**src/rtl/m_unit_dispatch.sv**
```systemverilog
// PCPI front end that decodes RV32M requests, issues them to riscv_m_unit and returns the result.
// Optional last-result reuse is built only when M_RESULT_REUSE_EN is defined.
module m_unit_dispatch #(
  parameter int TIMEOUT = 64
) (
  input  logic        clk,
  input  logic        resetn,
  input  logic        pcpi_valid,
  input  logic [31:0] pcpi_insn,
  input  logic [31:0] pcpi_rs1,
  input  logic [31:0] pcpi_rs2,
  output logic        pcpi_wr,
  output logic [31:0] pcpi_rd,
  output logic        pcpi_wait,
  output logic        pcpi_ready,
  output logic        m_valid,
  output logic [31:0] m_instruction,
  output logic [31:0] m_rs1,
  output logic [31:0] m_rs2,
  input  logic        m_wr,
  input  logic [31:0] m_rd,
  input  logic        m_busy,
  input  logic        m_ready,
  output logic        timeout_err
);

  typedef enum logic [2:0] {
    S_IDLE,
    S_ISSUE,
    S_WAIT,
    S_RESP,
    S_DRAIN
  } state_t;

  localparam logic [9:0] WD_LAST = 10'(TIMEOUT - 1);

  state_t      state;
  state_t      state_next;
  logic [31:0] insn_q;
  logic [31:0] rs1_q;
  logic [31:0] rs2_q;
  logic [31:0] result_q;
  logic        wr_q;
  logic        abort_q;
  logic        timeout_q;
  logic [9:0]  watchdog;
  logic        hit;
  logic        reuse_hit;
  logic [31:0] reuse_result;
  logic        wd_expire;
  logic        abort_now;

  assign hit       = pcpi_valid && (pcpi_insn[6:0] == 7'h33) && (pcpi_insn[31:25] == 7'h01);
  assign wd_expire = (state == S_WAIT) && !m_ready && (watchdog == WD_LAST);
  // A core that drops pcpi_valid mid-op no longer wants the answer, even if it arrives this cycle.
  assign abort_now = abort_q || !pcpi_valid;

`ifdef M_RESULT_REUSE_EN
  logic        reuse_valid;
  logic [2:0]  reuse_funct3;
  logic [31:0] reuse_rs1;
  logic [31:0] reuse_rs2;
  logic [31:0] reuse_value;

  assign reuse_hit    = hit && reuse_valid && (pcpi_insn[14:12] == reuse_funct3) &&
                        (pcpi_rs1 == reuse_rs1) && (pcpi_rs2 == reuse_rs2);
  assign reuse_result = reuse_value;

  always_ff @(posedge clk or negedge resetn) begin
    if (!resetn) begin
      reuse_valid  <= 1'b0;
      reuse_funct3 <= '0;
      reuse_rs1    <= '0;
      reuse_rs2    <= '0;
      reuse_value  <= '0;
    end else if ((state == S_WAIT) && m_ready) begin
      reuse_valid  <= 1'b1;
      reuse_funct3 <= insn_q[14:12];
      reuse_rs1    <= rs1_q;
      reuse_rs2    <= rs2_q;
      reuse_value  <= m_rd;
    end else if (wd_expire) begin
      reuse_valid  <= 1'b0;
    end
  end
`else
  assign reuse_hit    = 1'b0;
  assign reuse_result = '0;
`endif

  always_ff @(posedge clk or negedge resetn) begin
    if (!resetn) begin
      state <= S_IDLE;
    end else begin
      state <= state_next;
    end
  end

  always_comb begin
    state_next = state;
    case (state)
      S_IDLE: begin
        if (hit) begin
          state_next = reuse_hit ? S_RESP : S_ISSUE;
        end
      end
      S_ISSUE: begin
        if (!pcpi_valid) begin
          state_next = S_IDLE;
        end else if (!m_busy) begin
          state_next = S_WAIT;
        end
      end
      S_WAIT: begin
        if (m_ready || wd_expire) begin
          state_next = abort_now ? S_DRAIN : S_RESP;
        end
      end
      S_RESP:  state_next = S_DRAIN;
      S_DRAIN: state_next = S_IDLE;
      default: state_next = S_IDLE;
    endcase
  end

  always_comb begin
    pcpi_wait  = 1'b0;
    pcpi_ready = 1'b0;
    pcpi_wr    = 1'b0;
    m_valid    = 1'b0;
    case (state)
      S_ISSUE: begin
        pcpi_wait = 1'b1;
        m_valid   = pcpi_valid && !m_busy;
      end
      S_WAIT: pcpi_wait = 1'b1;
      S_RESP: begin
        pcpi_ready = 1'b1;
        pcpi_wr    = wr_q;
      end
      default: ;
    endcase
  end

  // Operand latch, result capture and the WAIT watchdog.
  always_ff @(posedge clk or negedge resetn) begin
    if (!resetn) begin
      insn_q    <= '0;
      rs1_q     <= '0;
      rs2_q     <= '0;
      result_q  <= '0;
      wr_q      <= 1'b0;
      abort_q   <= 1'b0;
      timeout_q <= 1'b0;
      watchdog  <= '0;
    end else begin
      timeout_q <= wd_expire;
      case (state)
        S_IDLE: begin
          if (hit) begin
            insn_q  <= pcpi_insn;
            rs1_q   <= pcpi_rs1;
            rs2_q   <= pcpi_rs2;
            abort_q <= 1'b0;
            if (reuse_hit) begin
              result_q <= reuse_result;
              wr_q     <= 1'b1;
            end
          end
        end
        S_ISSUE: begin
          if (pcpi_valid && !m_busy) begin
            watchdog <= '0;
          end
        end
        S_WAIT: begin
          watchdog <= watchdog + 10'd1;
          if (!pcpi_valid) begin
            abort_q <= 1'b1;
          end
          if (m_ready) begin
            if (!abort_now) begin
              result_q <= m_rd;
              wr_q     <= m_wr;
            end
          end else if (wd_expire && !abort_now) begin
            result_q <= '0;
            wr_q     <= 1'b0;
          end
        end
        default: ;
      endcase
    end
  end

  assign pcpi_rd       = result_q;
  assign m_instruction = insn_q;
  assign m_rs1         = rs1_q;
  assign m_rs2         = rs2_q;
  assign timeout_err   = timeout_q;

endmodule

```
**config.mk**
```make
export PLATFORM = sky130hd
export DESIGN_NAME = m_unit_dispatch
export DESIGN_NICKNAME = d
export VERILOG_FILES = /design/src/rtl/m_unit_dispatch.sv
export SDC_FILE = /design/constraint.sdc
export NUM_CORES = 1
export LEC_CHECK = 0
export CORE_MARGIN = 4
export CORE_UTILIZATION = 42
export CTS_BUF_LIST = sky130_fd_sc_hd__clkbuf_8
export DETAILED_ROUTE_END_ITERATION = 12
export GPL_TIMING_DRIVEN = 0
export PLACE_DENSITY = 0.89
export RECOVER_POWER = 25
export SYNTH_ARGS = -nofsm -noshare
export SYNTH_HDL_FRONTEND = slang
export SYNTH_SLANG_ARGS = --single-unit
export TNS_END_PERCENT = 30
```
**constraint.sdc**
```tcl
create_clock -name clk -period 2.7 [get_ports clk]
set_clock_uncertainty 0.15 [all_clocks]
set_input_delay 0.27 -clock clk [delete_from_list [all_inputs] [get_ports clk]]
set_output_delay 0.27 -clock clk [all_outputs]
set_load 0.01 [all_outputs]
```
==> reports/qor.log <==
INFO  run_status     status=finished, violations left
INFO  run_status     failed_checks=max-capacitance violations, max-slew violations
INFO  logic_synthesis synthCells=368
INFO  placed_design  place.detailed.instances=807
INFO  detailed_routing dr_pass1_iterations=4
INFO  job            maxCapViolCount=1
INFO  clocking       ctsLongestPathBuffers=2
INFO  detailed_routing final_antenna_net_count=0
INFO  critical_path  worst_r2r_startpoint=state[1]
INFO  global_route   pin_count_of_the_biggest_net_entering_global_routing=78
INFO  logic_synthesis synth_seq_area_share=65.50%
INFO  placed_design  gpl.final_weighted_congestion=0.8080
INFO  clocking       clock_latency_on_the_worst_skew_pair=0.45ns
INFO  sta            max_freq=0.3926GHz
INFO  critical_path  endpoint_of_the_worst_slack_reg_to_reg_timing_path=m_rs1[3]
INFO  clocking       root_buffer=sky130_fd_sc_hd__clkbuf_8
INFO  detailed_routing via_count=4,206
INFO  critical_path  worst_setup_path_startpoint=state[2]
INFO  global_route   first_global_vias=4,705
INFO  logic_synthesis yosys_warn_count=0
INFO  die            core_area=12,720squm
INFO  logic_synthesis synth_area=5502squm
INFO  global_route   initial_antenna_violation_count=0
INFO  detailed_routing wl=15,830um
INFO  sta            finalHoldViolCount=0
INFO  die            full_die_area=14,990squm
INFO  power_and_ir_drop leakage=4.088nW
INFO  detailed_routing detail_route.drc_violations=0
INFO  placed_design  dpl.hpwl=12,380um
INFO  critical_path  critPathCapture=m_valid
INFO  clocking       tritoncts.num_buffers=17
INFO  die            die_w=122.5um
INFO  layout         layout_common_cells=265 x sky130_fd_sc_hd__clkdlybuf4s50_1, 144 x sky130_fd_sc_hd__dfrtp_1, 68 x sky130_fd_sc_hd__mux2_2, 33 x sky130_fd_sc_hd__a22o_1, 19 x sky130_fd_sc_hd__clkbuf_8
INFO  layout         n_fill_cell=862
INFO  placed_design  port_buffers=266
INFO  logic_synthesis synth.lib_cells_used.distinct=38
INFO  critical_path  startpoint_type_of_the_worst_setup_path=register
INFO  min_path       worst_hold_path_type=in2reg
INFO  global_route   grt_use_met3=9.724%
INFO  die            top_level_ports=267
INFO  clocking       h-tree-depth=4
INFO  clocking       tritoncts_num_sinks=144
INFO  logic_synthesis synth-edff-count=0
INFO  power_and_ir_drop power.density_cell_area=503.1nW/um^2
INFO  critical_path  reg2reg_setup_slack=0.24ns
INFO  detailed_routing routed_wire_length_per_instance=18.85um
INFO  sta            max-slew-margin-rel=-12.46%
INFO  detailed_routing avgViaCountPerCell=5.007
INFO  global_route   gr-total-overflow=0
INFO  clocking       tritoncts=done
INFO  global_route   grt_usage=21.51%
INFO  sta            worst-slew-pin-transition=1.687ns
INFO  global_route   global_route_met2_usage=36.24%
INFO  layout         finalNetCount=790
INFO  global_route   top_usage_layer=met2
INFO  critical_path  required_time_at_the_worst_slack_endpoint=2.28ns
INFO  power_and_ir_drop worst_ir_drop_vdd=363.6uV
INFO  logic_synthesis synth_area_per_cell=14.95squm
INFO  critical_path  cp_max_fo=8
INFO  critical_path  worst_ep_arrival_time=2.13ns
INFO  layout         final-instance-count-excl-fill=840
INFO  logic_synthesis dominantRegCellSynth=sky130_fd_sc_hd__dfrtp_1
INFO  critical_path  cp-end-kind=output port
INFO  die            placementRows=41
INFO  critical_path  timing.critical_path.slowest_stage_cell=sky130_fd_sc_hd__clkdlybuf4s50_1
INFO  logic_synthesis synth_seq_cells=144
INFO  die            floorplan.die.height=122.5um
INFO  sta            layout_worst_path_cycle_share=94.34%
INFO  sta            finalWorstPathRequiredPeriod=2.547ns
INFO  critical_path  worst-r2r-cell-count=6
INFO  logic_synthesis synth_fp_nets=503
INFO  layout         area_delta_synth_final=60.02%
INFO  global_route   grtUsageMet1=23.82%
INFO  detailed_routing first_drt_iteration_drcs=187
INFO  sta            final_max_slew_viol_count=68
INFO  die            initial_utilization=43.24%
INFO  clocking       clock_transition_at_path_regs=0.09ns
INFO  layout         layout_commonest_cell=sky130_fd_sc_hd__clkdlybuf4s50_1
INFO  critical_path  critical_path.cell_chain=buf_2, nor4bb_2, nand2b_1, inv_2, clkdlybuf4s50_1
INFO  global_route   global_route_wire_length_before_repair=24,410um
INFO  sta            timing.final.setup_violations=0
INFO  layout         post_route_cells_drive_above_1_share=19.76%
INFO  critical_path  slowest_delay=0.55ns
INFO  critical_path  critPathKind=reg2out
INFO  logic_synthesis share_of_synthesized_registers_carrying_an_async_set_or_reset=100.0%
INFO  sta            finalSetupTns=0ns
INFO  layout         n_antenna_cell=0
## how the worst min path moves through the flow
stage / slack [ns] / end / start / depth (start not counted)
after global routing: 0.22 / m_rs1[6] / pcpi_rs1[6] / 2
after CTS: 0.22 / m_rs1[5] / pcpi_rs1[5] / 2
after detailed placement: 0.16 / pcpi_rd[4] / resetn / 1
after global placement: 0.30 / m_instruction[1] / m_instruction[1] / 1
after floorplan: -0.18 / abort_q / resetn / 0
final: 0.26 / m_rs1[5] / pcpi_rs1[5] / 2
## cell usage after synthesis, types with 3 or more instances
library cell	number	area share, %
sky130_fd_sc_hd__dfrtp_1	144	65
sky130_fd_sc_hd__mux2_2	68	14
sky130_fd_sc_hd__a22o_1	33	5.3
sky130_fd_sc_hd__mux2_1	15	3.1
sky130_fd_sc_hd__nand2_1	13	0.89
sky130_fd_sc_hd__buf_2	12	1.1
sky130_fd_sc_hd__nor2_1	9	0.61
sky130_fd_sc_hd__nor2b_1	9	1.0
sky130_fd_sc_hd__nor3_1	5	0.45
sky130_fd_sc_hd__or2_2	5	0.57
sky130_fd_sc_hd__and3_1	4	0.45
sky130_fd_sc_hd__buf_6	4	0.82
sky130_fd_sc_hd__inv_1	4	0.27
sky130_fd_sc_hd__mux2i_1	4	0.73
sky130_fd_sc_hd__nand2b_1	3	0.34
sky130_fd_sc_hd__nand4_1	3	0.34
sky130_fd_sc_hd__nor4bb_1	3	0.55
sky130_fd_sc_hd__o21ai_0	3	0.27
sky130_fd_sc_hd__xor2_1	3	0.48
## routing by layer
layer,wire (um),up-vias
met1,5683,2077
met3,1672,35
met2,8058,202
met4,419,0
met5,0,-
li1,-,1892
## worst max-delay path: cells and delay by family, from the launching register on
family        cells  cell delay (ns)
simple gates      2             0.48
buf+inv           3             0.84
flops             1             0.36
## where the power goes
group	internal, W	switching, W	leakage [nW]
Sequential	0.00224	0.0000723	1.96
Clock	0.000771	0.000837	0.174
Combinational	0.000321	0.000188	1.96
Total	0.00333	0.00110	4.09
## stage by stage
| step | setup slack [ns] | util [%] | hold slack, ns | cell area, sq um | power, W |
|---|---|---|---|---|---|
| final | 0.1528 | 69.20 | 0.2597 | 8803 | 0.004429 |
| after floorplan | 0.7223 | - | -0.1756 | 5502 | 0.002489 |
| after detailed placement | -0.3454 | 66.09 | 0.1610 | 8408 | 0.002867 |
| after CTS | 0.02591 | 69.15 | 0.2200 | 8797 | 0.004483 |
| after global placement | -4.174 | 65.86 | 0.3026 | 8379 | 0.002835 |
| after global routing | -0.01122 | 69.20 | 0.2233 | 8803 | 0.004632 |
## flip-flops by register name, indices dropped and copies added, names as in the netlist
signal / cells
watchdog: 10
state: 3
m_instruction: 32
timeout_err: 1
m_rs2: 32
wr_q: 1
abort_q: 1
m_rs1: 32
pcpi_rd: 32
## cells by family after synthesis
logic type	count (synthesis)	synth area share (%)
compound gates	44	6.618
xor+xnor	4	0.6369
fa+ha+maj	1	0.2274
buf+inv	23	2.524
flops	144	65.50
mux	87	17.72
simple gates	65	6.778
## cell type report
class	instances	area, sq um	area share (%)
Buffer	18	120.1	1.364
Multi-Input combinational cell	201	1772	20.13
Clock inverter	13	113.9	1.293
Timing Repair Buffer	269	2703	30.70
Clock buffer	19	261.5	2.970
Tap cell	172	215.2	2.445
Inverter	4	15.01	0.1706
Sequential cell	144	3603	40.93
## repair_timing
| item | in CTS | in global routing |
|---|---|---|
| endpoints found under the setup margin | 1 | 16 |
| hold buffers | 1 | 0 |
| gates resized for setup | 1 | 2 |
| hold endpoints to repair | 67 | 0 |
| setup buffers | 1 | 0 |
(Power assumes the default switching activity.)
